--- config.mk ---
export PLATFORM = sky130hd
export DESIGN_NAME = layer_scheduler
export DESIGN_NICKNAME = d
export VERILOG_FILES = /design/src/rtl/sched_pkg.sv /design/src/rtl/phase_watchdog.sv /design/src/rtl/layer_scheduler.sv
export SDC_FILE = /design/constraint.sdc
export NUM_CORES = 1
export LEC_CHECK = 0
export BUFFER_PORTS_ARGS = -buffer_cell sky130_fd_sc_hd__buf_2
export CAP_MARGIN = 30
export CORE_ASPECT_RATIO = 0.9
export CORE_MARGIN = 1
export CORE_UTILIZATION = 58
export DETAILED_ROUTE_END_ITERATION = 7
export PLACE_DENSITY = 0.78
export RECOVER_POWER = 100
export SLEW_MARGIN = 20
export SYNTH_ARGS = -nofsm -noshare
export SYNTH_HDL_FRONTEND = slang
export SYNTH_SLANG_ARGS = --single-unit
--- constraint.sdc ---
create_clock -name clk -period 3.3 [get_ports clk]
set_clock_uncertainty 0.2 [all_clocks]
set_input_delay 0.66 -clock clk [delete_from_list [all_inputs] [get_ports clk]]
set_output_delay 0.66 -clock clk [all_outputs]
set_load 0.01 [all_outputs]
--- src/rtl/sched_pkg.sv ---
// rtl/sched_pkg.sv - shared state encoding and phase codes for the layer scheduler
package sched_pkg;

    typedef enum logic [3:0] {
        S_IDLE    = 4'd0,
        S_LD_ISS  = 4'd1,
        S_LD_WAIT = 4'd2,
        S_CP_ISS  = 4'd3,
        S_CP_WAIT = 4'd4,
        S_WB_ISS  = 4'd5,
        S_WB_WAIT = 4'd6,
        S_FINISH  = 4'd7,
        S_ERROR   = 4'd8
    } state_t;

    localparam logic [1:0] PH_NONE = 2'd0;
    localparam logic [1:0] PH_LOAD = 2'd1;
    localparam logic [1:0] PH_COMP = 2'd2;
    localparam logic [1:0] PH_WB   = 2'd3;

    // Issue states restart the watchdog for the phase that follows them
    function automatic logic is_issue(input state_t s);
        return (s == S_LD_ISS) || (s == S_CP_ISS) || (s == S_WB_ISS);
    endfunction

endpackage

--- src/rtl/phase_watchdog.sv ---
// rtl/phase_watchdog.sv - per-phase wait-cycle counter that flags a stuck engine
module phase_watchdog #(
    parameter int TIMEOUT_W      = 16,
    parameter int TIMEOUT_CYCLES = 1000
) (
    input  logic clk,
    input  logic reset,
    input  logic clear,
    input  logic enable,
    output logic expired
);

    // expired marks the wait cycle that would bring the count to TIMEOUT_CYCLES,
    // so the FSM leaves on the same edge the count would reach the limit
    localparam logic [TIMEOUT_W-1:0] LAST =
        TIMEOUT_W'((TIMEOUT_CYCLES > 0) ? TIMEOUT_CYCLES - 1 : 0);

    logic [TIMEOUT_W-1:0] count;

    // Count wait cycles without a done; saturate so a disabled watchdog never wraps
    always_ff @(posedge clk or negedge reset) begin
        if (!reset) begin
            count <= '0;
        end else if (clear) begin
            count <= '0;
        end else if (enable && (count != '1)) begin
            count <= count + 1'b1;
        end
    end

    assign expired = (TIMEOUT_CYCLES != 0) && enable && (count == LAST);

endmodule

--- src/rtl/layer_scheduler.sv ---
// rtl/layer_scheduler.sv - per-layer load/compute/writeback sequencer with watchdog
module layer_scheduler
    import sched_pkg::*;
#(
    parameter int LAYER_W        = 8,
    parameter int TIMEOUT_W      = 16,
    parameter int TIMEOUT_CYCLES = 1000
) (
    input  logic               clk,
    input  logic               reset,
    input  logic               start,
    input  logic               abort,
    input  logic               clear_err,
    input  logic [LAYER_W-1:0] num_layers,
    output logic               load_start,
    input  logic               load_done,
    output logic               input_compute_start,
    input  logic               input_compute_done,
    output logic               writeback_start,
    input  logic               writeback_done,
    output logic               busy,
    output logic [LAYER_W-1:0] layer_idx,
    output logic               done,
    output logic               error,
    output logic [1:0]         err_phase
);

    state_t             state;
    logic [LAYER_W-1:0] n_latched;
    logic               phase_done;
    logic               in_wait;
    logic               wd_clear;
    logic               wd_enable;
    logic               wd_expired;

    // Select the done input that belongs to the current wait state; others are ignored
    always_comb begin
        phase_done = 1'b0;
        in_wait    = 1'b0;
        case (state)
            S_LD_WAIT: begin in_wait = 1'b1; phase_done = load_done;          end
            S_CP_WAIT: begin in_wait = 1'b1; phase_done = input_compute_done; end
            S_WB_WAIT: begin in_wait = 1'b1; phase_done = writeback_done;     end
            default:   ;
        endcase
        wd_clear  = is_issue(state);
        wd_enable = in_wait && !phase_done && !abort;
    end

    phase_watchdog #(
        .TIMEOUT_W      (TIMEOUT_W),
        .TIMEOUT_CYCLES (TIMEOUT_CYCLES)
    ) u_watchdog (
        .clk     (clk),
        .reset   (reset),
        .clear   (wd_clear),
        .enable  (wd_enable),
        .expired (wd_expired)
    );

    // Sequencer: state, layer counter and all registered outputs
    always_ff @(posedge clk or negedge reset) begin
        if (!reset) begin
            state               <= S_IDLE;
            n_latched           <= '0;
            layer_idx           <= '0;
            load_start          <= 1'b0;
            input_compute_start <= 1'b0;
            writeback_start     <= 1'b0;
            busy                <= 1'b0;
            done                <= 1'b0;
            error               <= 1'b0;
            err_phase           <= PH_NONE;
        end else begin
            load_start          <= 1'b0;
            input_compute_start <= 1'b0;
            writeback_start     <= 1'b0;
            done                <= 1'b0;
            if (abort && busy) begin
                state <= S_IDLE;
                busy  <= 1'b0;
            end else begin
                case (state)
                    S_IDLE: begin
                        if (start) begin
                            n_latched <= num_layers;
                            busy      <= 1'b1;
                            if (num_layers == '0) begin
                                state <= S_FINISH;
                                done  <= 1'b1;
                            end else begin
                                layer_idx  <= '0;
                                state      <= S_LD_ISS;
                                load_start <= 1'b1;
                            end
                        end
                    end
                    S_LD_ISS: state <= S_LD_WAIT;
                    S_CP_ISS: state <= S_CP_WAIT;
                    S_WB_ISS: state <= S_WB_WAIT;
                    S_LD_WAIT: begin
                        if (phase_done) begin
                            state               <= S_CP_ISS;
                            input_compute_start <= 1'b1;
                        end else if (wd_expired) begin
                            state     <= S_ERROR;
                            busy      <= 1'b0;
                            error     <= 1'b1;
                            err_phase <= PH_LOAD;
                        end
                    end
                    S_CP_WAIT: begin
                        if (phase_done) begin
                            state           <= S_WB_ISS;
                            writeback_start <= 1'b1;
                        end else if (wd_expired) begin
                            state     <= S_ERROR;
                            busy      <= 1'b0;
                            error     <= 1'b1;
                            err_phase <= PH_COMP;
                        end
                    end
                    S_WB_WAIT: begin
                        if (phase_done) begin
                            if (layer_idx == n_latched - LAYER_W'(1)) begin
                                state <= S_FINISH;
                                done  <= 1'b1;
                            end else begin
                                layer_idx  <= layer_idx + 1'b1;
                                state      <= S_LD_ISS;
                                load_start <= 1'b1;
                            end
                        end else if (wd_expired) begin
                            state     <= S_ERROR;
                            busy      <= 1'b0;
                            error     <= 1'b1;
                            err_phase <= PH_WB;
                        end
                    end
                    S_FINISH: begin
                        state <= S_IDLE;
                        busy  <= 1'b0;
                    end
                    S_ERROR: begin
                        if (clear_err) begin
                            state     <= S_IDLE;
                            error     <= 1'b0;
                            err_phase <= PH_NONE;
                        end
                    end
                    default: begin
                        state <= S_IDLE;
                        busy  <= 1'b0;
                    end
                endcase
            end
        end
    end

endmodule

# ---- Word level (Yosys, flattened, before mapping)
# Index checks and enable logic that the tools add are counted.
dict set report op_classes {
  addsub 3
  eq_ne 28
  muxes 53
  n_bitwise 1
  reduce_logical 23
}
# op n
set ops {}
lappend ops {{$mux W16} 2}
lappend ops {{$mux W8} 4}
lappend ops {{$pmux W4 S8} 1}
lappend ops {{$mux W4} 7}
lappend ops {{$mux W1} 23}
lappend ops {{$ne A2 B2 Y1 const B} 9}
lappend ops {{$add A16 B1 Y16 const B} 1}
lappend ops {{$eq A16 B10 Y1 const B} 1}
lappend ops {{$ne A16 B16 Y1 const B} 1}
lappend ops {{$pmux W8 S2} 1}
lappend ops {{$mux W2} 7}
lappend ops {{$eq A4 B3 Y1 const B} 3}
lappend ops {{$ne A2 B1 Y1 const B} 5}
lappend ops {{$reduce_and A9 Y1} 1}
lappend ops {{$add A8 B1 Y8 const B} 1}
lappend ops {{$eq A4 B2 Y1 const B} 2}
lappend ops {{$eq A8 B8 Y1} 1}
lappend ops {{$logic_not A8 Y1} 1}
lappend ops {{$pmux W2 S4} 1}
lappend ops {{$sub A8 B1 Y8 const B} 1}
lappend ops {{$mux W3} 2}
lappend ops {{$ne A3 B3 Y1 const B} 2}
lappend ops {{$pmux W1 S2} 3}
lappend ops {{$pmux W1 S3} 2}
lappend ops {{other kinds (18)} 26}
dict set report totals {
  ff_bits 44
  output_inout_bits 16
  wordCells 119
}

# ---- Longest topological paths before layout
dict set report depth {
  ltp_word 10
  ltp_mapped 9
}

# ---- Modules after synthesis
# From an unflattened synthesis, not the netlist that was laid out.
dict set report hier_totals {
  hier_cells 299
  area_unflattened_um2 2723.9
}
# module n_inst cells_per_inst area_per_inst_um2 seq_area_each_um2
set modules_own_cells {}
lappend modules_own_cells {layer_scheduler 1 198 1757.9 700.7}
lappend modules_own_cells {phase_watchdog 1 101 965.9 400.4}

# ---- Worst setup path before layout
# OpenSTA, ideal clock, no wires.
dict set report synth_timing {
  path_kind {input to register}
  start {input writeback_done}
  end {register u_watchdog.count[9]}
  arrival_ns 2.143
  required_ns 3.020
  slack_ns 0.878
  path_stages 6
  path_buffers 0
  path_cell_list {mux2_2 > a32o_1 > a2111oi_4 > nand2_1 > or3_1 > a21oi_1}
}
dict set report synth_via {
  elab_chain_len 6
}
# element line_no
set synth_rtl {}
lappend synth_rtl {{start: declaration} layer_scheduler.sv:20} ;# input logic writeback_done,
lappend synth_rtl {{$pmux W1 S3} layer_scheduler.sv:40} ;# case (state)
lappend synth_rtl {{$logic_not A1 Y1} layer_scheduler.sv:47} ;# wd_enable = in_wait && !phase_done && !abort;
lappend synth_rtl {{$logic_and A1 B1 Y1 (2 in series)} layer_scheduler.sv:47}
lappend synth_rtl {{$logic_and A1 B1 Y1} phase_watchdog.sv:26} ;# end else if (enable && (count != '1)) begin
lappend synth_rtl {{$reduce_bool A2 Y1 (no source line)} --}
lappend synth_rtl {{end signal: assignment} phase_watchdog.sv:27} ;# count <= count + 1'b1;
lappend synth_rtl {{end: declaration} phase_watchdog.sv:18} ;# logic [TIMEOUT_W-1:0] count;
# No other way between the ends.
# A chain may end at the register's enable or synchronous reset.

# ---- Final worst setup path
dict set report layout_timing {
  start {register n_latched[0]}
  end {register layer_idx[0]}
}
dict set report layout_via {
  elab_chain_len 4
}
# element line_no
set layout_rtl {}
lappend layout_rtl {{start: declaration} layer_scheduler.sv:29} ;# logic [LAYER_W-1:0] n_latched;
lappend layout_rtl {{start signal: assignment} layer_scheduler.sv:86} ;# n_latched <= num_layers;
lappend layout_rtl {{$sub A8 B1 Y8} layer_scheduler.sv:125} ;# if (layer_idx == n_latched - LAYER_W'(1)) begin
lappend layout_rtl {{$eq A8 B8 Y1} layer_scheduler.sv:125}
lappend layout_rtl {{$ne A2 B2 Y1 (no source line)} --}
lappend layout_rtl {{$reduce_and A6 Y1 (no source line)} --}
lappend layout_rtl {{end signal: assignment} layer_scheduler.sv:129} ;# layer_idx <= layer_idx + 1'b1;
lappend layout_rtl {{end: declaration} layer_scheduler.sv:22} ;# output logic [LAYER_W-1:0] layer_idx,
# No other way between the ends.

==> impl_metrics.env <==
export IMPL_status="finished with violations"
export IMPL_violations="capacitance limit, slew limit"
export IMPL_drt_iter0_drc=202
export IMPL_cts_sinks=44
export IMPL_ant_nets=0
export IMPL_drc=0
export IMPL_timing_rr_start="n_latched[0]"
export IMPL_switching_power_uw=662
export IMPL_hp_class="reg -> reg"
export IMPL_maxCapViolations=1
export IMPL_leakage_nw=1.15
export IMPL_setup_violations=0
export IMPL_clockRootBuffer="clkbuf_8"
export IMPL_critPathLaunch="n_latched[0]"
export IMPL_grt_overflow_total=0
export IMPL_hp_start="err_phase[0]"
export IMPL_worst_slew_pin_slew_ns=2.29
export IMPL_syn_area_per_cell_um2=9.20
export IMPL_io_pins=32
export IMPL_routed_wl_um=5610
export IMPL_drive_gt1_share_pct=12.2
export IMPL_setup_tns_ns=0
export IMPL_die_height_um=65.3
export IMPL_p_clk_share_pct=20.1
export IMPL_area_delta_synth_final_pct=10.5
export IMPL_track_usage_pct=26.4
export IMPL_finalCriticalPeriod_ns=2.90
export IMPL_drt_pass1_iterations=4
export IMPL_antenna_found_initial=0
export IMPL_crit_type="reg -> reg"
export IMPL_synth_ff_type="dfrtp_1"
export IMPL_wire_per_inst_um=15.1
export IMPL_power_internal_mw=1.07
export IMPL_synthCells=281
export IMPL_core_region_area_mm2=0.00418
export IMPL_synthArstFlopShare_pct=100
export IMPL_dp_slack_ns=0.419
export IMPL_endpoint_kind="flop"
export IMPL_cp_slowest_cell="o31a_1"
export IMPL_max_freq_ghz=0.345
export IMPL_cts_hold_buf=0
export IMPL_worstPathArrival_ns=2.91
export IMPL_clk_path_buf_depth=2
export IMPL_dieArea_mm2=0.00473
export IMPL_finalHoldViolations=0
export IMPL_num_antenna_cells=0
export IMPL_synth_nets=300
export IMPL_path_clk_slew_ns=0.08
export IMPL_cp_max_fo=16
export IMPL_synth_top_area_share_pct=42.6
export IMPL_grt_pass1_vias=2070
export IMPL_holdWs_ns=0.283
export IMPL_slew_violations=45
export IMPL_grt_first_pass_wirelength_um=9560
export IMPL_pwr_share_seq_pct=44.4
export IMPL_cp_buffers_inverters=1
export IMPL_die_x_um=72.4
export IMPL_final_area_mm2=0.00286
export IMPL_postPlaceCellArea_mm2=0.00278
export IMPL_power_density_mw_per_mm2=606
export IMPL_vdd_drop_max_uv=582
export IMPL_max_slew_margin_pct=-52.8
export IMPL_rows=22
export IMPL_rsz0062_at_grt="false"
export IMPL_start_util_pct=61.8
export IMPL_io_buffers=31
export IMPL_synth_area_leaders="dfrtp_1 (43%), nor2_1 (5.4%), mux2_2 (4.4%)"
export IMPL_via_per_inst=5.88
export IMPL_clk_insertion_delay_late_ns=0.30
export IMPL_synth_cell_types=51
export IMPL_fin_crit_sh_pct=87.8
export IMPL_synth_edf_count=0
export IMPL_cts_tree="built"
export IMPL_grt_max_degree=45
export IMPL_cp_cell_sequence="inv_1 > ha_1 > xor2_1 > nand3_1 > a2111oi_0 > o31a_1 > o21ai_0 > o21ai_0"
export IMPL_vias=2189
export IMPL_netSwitchingFraction_pct=38.3
export IMPL_crit_top_cell="o21ai_0"
export IMPL_post_cts_buffers=0
export IMPL_place_congestion=0.881
export IMPL_place_detailed_hpwl_um=4100
export IMPL_setup_slack_ns=0.403
export IMPL_cts_buffers=5
export IMPL_combinationalPowerShare_pct=35.4
export IMPL_cp_top_family="compound AO/OA/AOI/OAI gates"
export IMPL_yosysTopAreaCell="dfrtp_1"
export IMPL_cts_htree_levels=2
export IMPL_synth_common_cells="dfrtp_1 (44), nor2_1 (37), nand2_1 (26)"
export IMPL_finalNetCount=330
export IMPL_cp_start_kind="flop"
export IMPL_ys_warn_count=0
export IMPL_max_stage_delay_ns=0.56
export IMPL_synth_seq_cells=44
export IMPL_syn_area_mm2=0.00258
export IMPL_synth_most_common_cell="dfrtp_1"
export IMPL_yosysSeqAreaShare_pct=42.6
export IMPL_cp_required_ns=3.31
export IMPL_cts_resized=0
## worst paths after layout
path,to,slack (ns),cells past startpoint
worst max-delay path,layer_idx[0],0.40,8
worst min-delay path,err_phase[0],0.28,1
worst max register to register,layer_idx[0],0.40,8
worst min register to register,err_phase[0],0.28,1
max in group asynchronous,error,0.75,1
min in group asynchronous,layer_idx[0],0.84,1
## per-layer routing
metal  wire length (um)  global-route usage (%)
met3                317                    6.90
met1               2750                    38.7
met2               2450                    38.4
met4                 93                    7.60
met5                  0                       0
## flip-flops by register name (all words and copies together), names as in the netlist
| name | count |
|---|---|
| u_watchdog.count | 16 |
| layer_idx | 8 |
| n_latched | 8 |
| state | 4 |
| err_phase | 2 |
| busy | 1 |
| done | 1 |
| error | 1 |
| input_compute_start | 1 |
| load_start | 1 |
| writeback_start | 1 |
## placed cells by master, fill, tap and decap left out, types with 5 or more instances in the layout
cell type / Yosys / layout
dfrtp_1: 44 / 44
nor2_1: 37 / 37
nand2_1: 26 / 26
clkbuf_1: 3 / 18
nand3_1: 15 / 15
buf_2: 5 / 14
o21ai_0: 13 / 13
xor2_1: 12 / 12
xnor2_1: 12 / 12
a21oi_1: 11 / 11
inv_1: 10 / 10
mux2_2: 10 / 9
nor3_1: 8 / 8
or3_1: 6 / 6
clkbuf_8: 0 / 6
nor4_1: 5 / 5
nand4_1: 5 / 5
## area by class of cell
type	count	area [um^2]
clock buffers	7	86.3
clock inverters	1	7.51
fillers	355	1330
inverters	12	45.0
multi-input cells	216	1400
flip-flops and latches	44	1100
well taps	60	75.1
repair buffers	32	141
## per-stage QoR
step,util (%),std cells,power [mW]
final,68.2,372,1.73
after global routing,68.2,372,1.86
after CTS,68.8,372,1.74
after detailed placement,66.5,364,1.39
after global placement,66.5,364,1.36
after floorplan,-,281,1.23
## logic make-up (layout without fill, tap and decap cells)
group           Yosys count  count (layout)  share of synthesized area (%)
buf+inv                  21              52                           3.29
compound gates           50              50                           13.7
mux                      14              14                           5.91
fa+ha+maj                 3               3                           1.45
flops                    44              44                           42.6
simple gates            124             124                           24.3
xor+xnor                 25              25                           8.76
## power groups by stage
| stage | clock network (mW) | logic [mW] | registers [mW] |
|---|---|---|---|
| finish | 0.348 | 0.613 | 0.769 |
| global route | 0.382 | 0.689 | 0.785 |
| CTS | 0.358 | 0.615 | 0.764 |
| detailed placement | 0 | 0.611 | 0.775 |
| global placement | 0 | 0.599 | 0.765 |
| floorplan | 0 | 0.521 | 0.708 |
(Power assumes the default switching activity.)
